**src/rtl/switch_debouncer.sv**
```systemverilog
// Push-button debouncer: two-flop synchronizer feeding a counter-qualified FSM that
// produces a clean level plus one-cycle press / release / long-press strobes.
module switch_debouncer #(
    parameter int unsigned DEBOUNCE_CYCLES   = 250_000,
    parameter int unsigned LONG_PRESS_CYCLES = 25_000_000
) (
    input  logic clk_i,
    input  logic rst_n_i,
    input  logic sw_i,
    output logic sw_o,
    output logic press_o,
    output logic release_o,
    output logic long_o
);

    localparam int DB_W   = $clog2(DEBOUNCE_CYCLES + 1);
    localparam int HOLD_W = (LONG_PRESS_CYCLES == 0) ? 1 : $clog2(LONG_PRESS_CYCLES + 1);
    localparam bit LONG_EN = (LONG_PRESS_CYCLES != 0);

    localparam logic [DB_W-1:0]   DB_LAST   = DB_W'(DEBOUNCE_CYCLES - 1);
    localparam logic [DB_W-1:0]   DB_ONE    = DB_W'(1);
    localparam logic [HOLD_W-1:0] HOLD_MAX  = HOLD_W'(LONG_PRESS_CYCLES);
    localparam logic [HOLD_W-1:0] HOLD_LAST = LONG_EN ? HOLD_W'(LONG_PRESS_CYCLES - 1) : '0;
    localparam logic [HOLD_W-1:0] HOLD_ONE  = HOLD_W'(1);

    typedef enum logic [1:0] {
        IDLE         = 2'd0,
        PRESS_WAIT   = 2'd1,
        PRESSED      = 2'd2,
        RELEASE_WAIT = 2'd3
    } state_t;

    logic sync1_q, sync2_q;

    state_t            state_q, state_d;
    logic [DB_W-1:0]   db_cnt_q, db_cnt_d;
    logic [HOLD_W-1:0] hold_q, hold_d;
    logic              sw_q, sw_d;
    logic              press_q, press_d;
    logic              release_q, release_d;
    logic              long_q, long_d;

    always_ff @(posedge clk_i or negedge rst_n_i) begin
        if (!rst_n_i) begin
            sync1_q <= 1'b0;
            sync2_q <= 1'b0;
        end else begin
            sync1_q <= sw_i;
            sync2_q <= sync1_q;
        end
    end

    always_ff @(posedge clk_i or negedge rst_n_i) begin
        if (!rst_n_i) begin
            state_q   <= IDLE;
            db_cnt_q  <= '0;
            hold_q    <= '0;
            sw_q      <= 1'b0;
            press_q   <= 1'b0;
            release_q <= 1'b0;
            long_q    <= 1'b0;
        end else begin
            state_q   <= state_d;
            db_cnt_q  <= db_cnt_d;
            hold_q    <= hold_d;
            sw_q      <= sw_d;
            press_q   <= press_d;
            release_q <= release_d;
            long_q    <= long_d;
        end
    end

    always_comb begin
        state_d   = state_q;
        db_cnt_d  = db_cnt_q;
        hold_d    = hold_q;
        sw_d      = sw_q;
        press_d   = 1'b0;
        release_d = 1'b0;
        long_d    = 1'b0;

        case (state_q)
            IDLE: begin
                if (sync2_q) begin
                    state_d  = PRESS_WAIT;
                    db_cnt_d = '0;
                end
            end
            PRESS_WAIT: begin
                if (!sync2_q) begin
                    state_d = IDLE;
                end else if (db_cnt_q == DB_LAST) begin
                    state_d = PRESSED;
                    sw_d    = 1'b1;
                    press_d = 1'b1;
                    hold_d  = '0;
                end else begin
                    db_cnt_d = db_cnt_q + DB_ONE;
                end
            end
            PRESSED: begin
                if (!sync2_q) begin
                    state_d  = RELEASE_WAIT;
                    db_cnt_d = '0;
                end else if (LONG_EN && (hold_q != HOLD_MAX)) begin
                    // Saturating at HOLD_MAX is what keeps long_o to one pulse per press.
                    hold_d = hold_q + HOLD_ONE;
                    long_d = (hold_q == HOLD_LAST);
                end
            end
            RELEASE_WAIT: begin
                // Bouncing back to PRESSED keeps the hold count, so long_o timing survives release bounce.
                if (sync2_q) begin
                    state_d = PRESSED;
                end else if (db_cnt_q == DB_LAST) begin
                    state_d   = IDLE;
                    sw_d      = 1'b0;
                    release_d = 1'b1;
                end else begin
                    db_cnt_d = db_cnt_q + DB_ONE;
                end
            end
            default: begin
                state_d = IDLE;
            end
        endcase
    end

    assign sw_o      = sw_q;
    assign press_o   = press_q;
    assign release_o = release_q;
    assign long_o    = long_q;

endmodule

```
**config.mk**
```make
export PLATFORM = sky130hd
export DESIGN_NAME = switch_debouncer
export DESIGN_NICKNAME = d
export VERILOG_FILES = /design/src/rtl/switch_debouncer.sv
export SDC_FILE = /design/constraint.sdc
export NUM_CORES = 1
export LEC_CHECK = 0
export BUFFER_PORTS_ARGS = -buffer_cell sky130_fd_sc_hd__buf_2
export CAP_MARGIN = 25
export CELL_PAD_IN_SITES_DETAIL_PLACEMENT = 0
export CELL_PAD_IN_SITES_GLOBAL_PLACEMENT = 1
export CORE_ASPECT_RATIO = 0.6
export CORE_MARGIN = 2
export CORE_UTILIZATION = 45
export DETAILED_ROUTE_END_ITERATION = 10
export PLACE_DENSITY_LB_ADDON = 0.1
export SLEW_MARGIN = 30
export SYNTH_ARGS = -nofsm -noshare
export SYNTH_HDL_FRONTEND = slang
export SYNTH_SLANG_ARGS = --single-unit
export TNS_END_PERCENT = 5
```
**constraint.sdc**
```tcl
create_clock -name clk_i -period 2.64 [get_ports clk_i]
set_input_delay 0.528 -clock clk_i [delete_from_list [all_inputs] [get_ports clk_i]]
set_output_delay 0.528 -clock clk_i [all_outputs]
set_load 0.03 [all_outputs]
```
# Word level (Yosys, flattened, before mapping)
# Cells that the tools add are included.
# word_totals
register_bits,51
latchBits,0
mem_bits_rw,0
romBits,0
input_bits,3
output_inout_bits,4
n_memories,0
# op_classes
n_addsub,2
multipliers,0
div,0
magnitude_cmp,0
eq_ne,16
shift,0
mux,31
n_bitwise,0
n_reduce_logical,7
# ops
operator,n
$mux W25,4
$mux W18,5
$pmux W18 S4,1
$pmux W25 S2,1
$add A25 B1 Y25 const B,1
$eq A25 B25 Y1 const B,1
$ne A25 B25 Y1 const B,1
$add A18 B1 Y18 const B,1
$eq A18 B18 Y1 const B,1
$ne A2 B2 Y1 const B,8
$mux W1,12
$mux W2,6
$reduce_and A5 Y1,2
$pmux W2 S4,1
$reduce_and A4 Y1,2
$ne A3 B3 Y1 const B,2
$eq A2 B2 Y1 const B,2
$reduce_bool A2 Y1,2
$eq A2 B1 Y1 const B,1
$logic_not A2 Y1,1
$pmux W1 S2,1

# Longest topological paths before layout
# depth
word_depth,4
depth_mapped,8
depth_no_buf,6

# Worst setup path before layout
# Ideal clock, no wire load.
# synth_timing
path_kind,register to register
from,register db_cnt_q[8]
to,register db_cnt_q[9]
setup_ps,121
arrival_time_ps,1859
slack_ps,660
path_stages_with_launch,7
path_buffers,2
synth_period_minus_slack_ps,1980
path_cell_list,dfrtp_1 -> or4b_4 -> nor4_4 -> a21oi_2 -> buf_6 -> buf_6 -> a22o_1
# synth_between
elab_chain_len,4
word_cells_on_any_way,6
classes_between,add/sub (1); eq/ne (1); mux (4)
# synth_lines
item,line_no,rtl
start: declaration,36,"logic [DB_W-1:0] db_cnt_q, db_cnt_d;"
start signal: assignment,64,db_cnt_q <= db_cnt_d;
$add A18 B1 Y18 / $eq A18 B18 Y1 (equally long branches),--,
$mux W18 (*),"92, 115",
"$mux W18, on equally long branches","113, 90",
$pmux W18 S4 (*),82,case (state_q)
# Mark *: on every way between the ends. The rest lies on a longest branch, timed or not. The select of a mux whose other input is x is not followed.
# A chain may end at the register's enable or synchronous reset.

# Worst setup path after layout
# layout_timing
from,register db_cnt_q[8]
to,register db_cnt_q[15]
# Same word-level chain as after synthesis.

==> key figures <==
Outcome
  – Outcome: complete, no violations

Floorplanning
  – Site Rows: 22
  – Starting density of the core: a little under half
  – Die W: 107 um
  – Full die area: 7060 um^2
  – Core Area: 6140 um^2
  – Die height: 65.9 um
  – Boundary pin count: 7

Timing
  – Max Clk Rate: about 440 MHz
  – Worst-Margin Slew: ~0.84 ns
  – WHS: ~0.09 ns
  – Slew Limit Fails: 0
  – Final critical-path required period: between 2 and 2.5 ns
  – Slew margin rel.: 43.9%
  – Setup TNS: 0 ns
  – Fin. Hold Viols: 0
  – Final critical-path share of the clock period: 87.0%
  – Setup repair after global routing missed its margin: no
  – Final setup vio count: 0
  – Worst Skew: 0.00583 ns

Global routing
  – Global-route wire length before repair: 11300 um
  – Initial antenna violation count: 0
  – Largest net degree at the start of global routing: 26
  – Total track usage: 20.7%
  – Vias in the first global route: about 2100
  – GRT overflow: 0

Synth
  – EDFF count, synth: 0
  – Async S/R FF share, synth: 100%
  – Synth Flop Type: dfrtp_1
  – Yosys cell types: 54
  – Mean Syn Cell Area: 9.58 um^2
  – Synthesized Nets: 306
  – Synth Register Bits: 51
  – Synthesized instance count: 300
  – Sequential-to-total area share from yosys stat: ~44%
  – YS warnings: 0
  – Synthesized area: 2870 um^2

Drt
  – DRC: 0
  – Vias per cell: about 6
  – Via count: 2316
  – Wirelength per Cell: 16.6 um
  – Aggregate routed wire length: 6530 um
  – Drt pass-1 iters: 5
  – Post-route ant nets: 0
  – 1st-iter DRT viols: 96

Cells and area
  – # diodes: 0
  – Layout cell share with drive strength beyond 1: between 10% and 20%
  – Most frequent cells in the layout: 51 x dfrtp_1, 33 x a21oi_1, 27 x a31oi_1
  – Post-layout net count: around 320
  – Commonest non-fill, non-tap cell in the layout: dfrtp_1
  – Fillers: 561
  – Layout area overhead: 8.28%

Setup path
  – Capturing point of the worst reg2reg path: db_cnt_q[15]
  – R2R Path Start: db_cnt_q[8]
  – Critical path type: reg2reg
  – Crit path cell chain: or4b_4, nor4_4, a21oi_4, and3_1, a221o_1
  – CP max stage delay: 0.58 ns
  – Max stage delay cell, worst path: or4b_4
  – Max FO, Critical Path: 25
  – Flop2flop setup slack: about 0.34 ns
  – Data required time of the worst path: 2.85 ns
  – CP startpoint kind: flop
  – Worst path bufs/invs: 0
  – CP delay by family, top: simple AND/OR/NAND/NOR gates
  – Endpoint class of the critical path: flop
  – Cell depth of the worst flop-to-flop path: 5
  – Critical path arrival: between 2 and 3 ns

Place
  – Port bufs: 6
  – DP HPWL: about 4500 um
  – GP Congestion: around 0.76

Pwr
  – Power Total: 1.41 mW
  – PwrDens: 453 nW/um^2
  – Lkg Pwr: ~1.3 nW
  – Peak supply drop: ~0.24 mV

Clock network
  – CTS tree: done
  – Cts repair resizes: 0
  – CTS Buf Count: 5
  – CTS clk-pin slew, worst paths: 0.10 ns
  – Root buffer cell: clkbuf_8
  – Post-CTS setup buffers: 0
  – H-tree lvl count: 2
  – CTS Sinks: 51
  – Worst skew pair latency: 0.31 ns
  – Clock tree buffer depth: 2
  – Cts hold-fix bufs: 0

Min path
  – Hold WC Path Type: in2async

Job
  – Max-capacitance violation count: 0
-- metrics by stage --
stage | cell area (um^2) | setup slack, ns | util [%] | instances
final | 3110 | 0.343 | 50.7 | 394
after global routing | 3110 | 0.142 | 50.7 | 394
after CTS | 3100 | 0.258 | 50.6 | 394
after detailed placement | 3000 | 0.254 | 48.9 | 386
after global placement | 3000 | 0.335 | 48.9 | 386
after floorplan | 2870 | 0.660 | - | 300
-- worst max-delay path by stage --
stage | startpoint | to | slack [ns] | cells past startpoint
final | db_cnt_q[8] | db_cnt_q[15] | 0.34 | 5
after global routing | hold_q[7] | hold_q[12] | 0.14 | 5
after CTS | db_cnt_q[8] | db_cnt_q[15] | 0.26 | 5
after detailed placement | db_cnt_q[8] | db_cnt_q[15] | 0.25 | 5
after global placement | db_cnt_q[8] | db_cnt_q[15] | 0.33 | 5
after floorplan | db_cnt_q[8] | db_cnt_q[9] | 0.66 | 6
-- per-layer routing --
| metal | wire, um | vias to the layer above | GRT usage, % |
|---|---|---|---|
| met5 | 0 | - | 0 |
| met4 | 63 | 0 | 4.87 |
| met3 | 285 | 8 | 4.43 |
| met2 | 2410 | 48 | 27.1 |
| met1 | 3770 | 1096 | 33.5 |
| li1 | - | 1164 | - |
-- layout make-up --
class / count / area (um^2) / area share (%)
Multi-Input combinational cell: 224 / 1470 / 47.2
Sequential cell: 51 / 1280 / 41.0
Timing Repair Buffer: 19 / 128 / 4.10
Tap cell: 84 / 105 / 3.38
Clock buffer: 7 / 96.3 / 3.10
Inverter: 8 / 30.0 / 0.965
Clock inverter: 1 / 7.51 / 0.241
-- state kept, by name (all words and copies together) (netlist names), named ones only --
name,cells
hold_q,25
db_cnt_q,18
long_o,1
press_o,1
release_o,1
state_q,1
sw_o,1
sync1_q,1
sync2_q,1
-- worst reg2reg max path, delay by kind of cell, from the launching register on --
family,cells,cell delay (ns)
and+or+nand+nor,3,1.24
DFF,1,0.44
AOI/OAI and AO/OA,2,0.52
-- cells in the mapped netlist (5+ instances only) --
cell,instances,area share (%)
nand4_1,10,2.2
nand2_1,19,2.5
a21oi_1,33,5.7
nor3_1,5,0.87
nand2b_1,11,2.4
o21a_1,6,1.6
dfrtp_1,51,44
clkbuf_1,7,0.91
inv_1,7,0.91
nand3_1,26,4.5
nor2_1,12,1.6
o21ai_0,8,1.4
a31oi_1,27,5.9
and3_1,7,1.5
-- report_power, final --
| part | switching, mW | internal [mW] |
|---|---|---|
| clock network | 0.279 | 0.239 |
| registers | 0.0230 | 0.798 |
| logic | 0.0450 | 0.0253 |
| total | 0.347 | 1.06 |
-- cell families after synthesis --
group | Yosys count | synth area share (%)
buffers and inverters | 25 | 4.75
muxes | 6 | 2.18
xor gates and xnor gates | 2 | 0.610
DFF | 51 | 44.4
and+or+nand+nor | 115 | 23.8
AOI/OAI and AO/OA | 98 | 22.9
adders and majority gates | 3 | 1.31
Note: power is estimated with default switching activity, not from simulation.
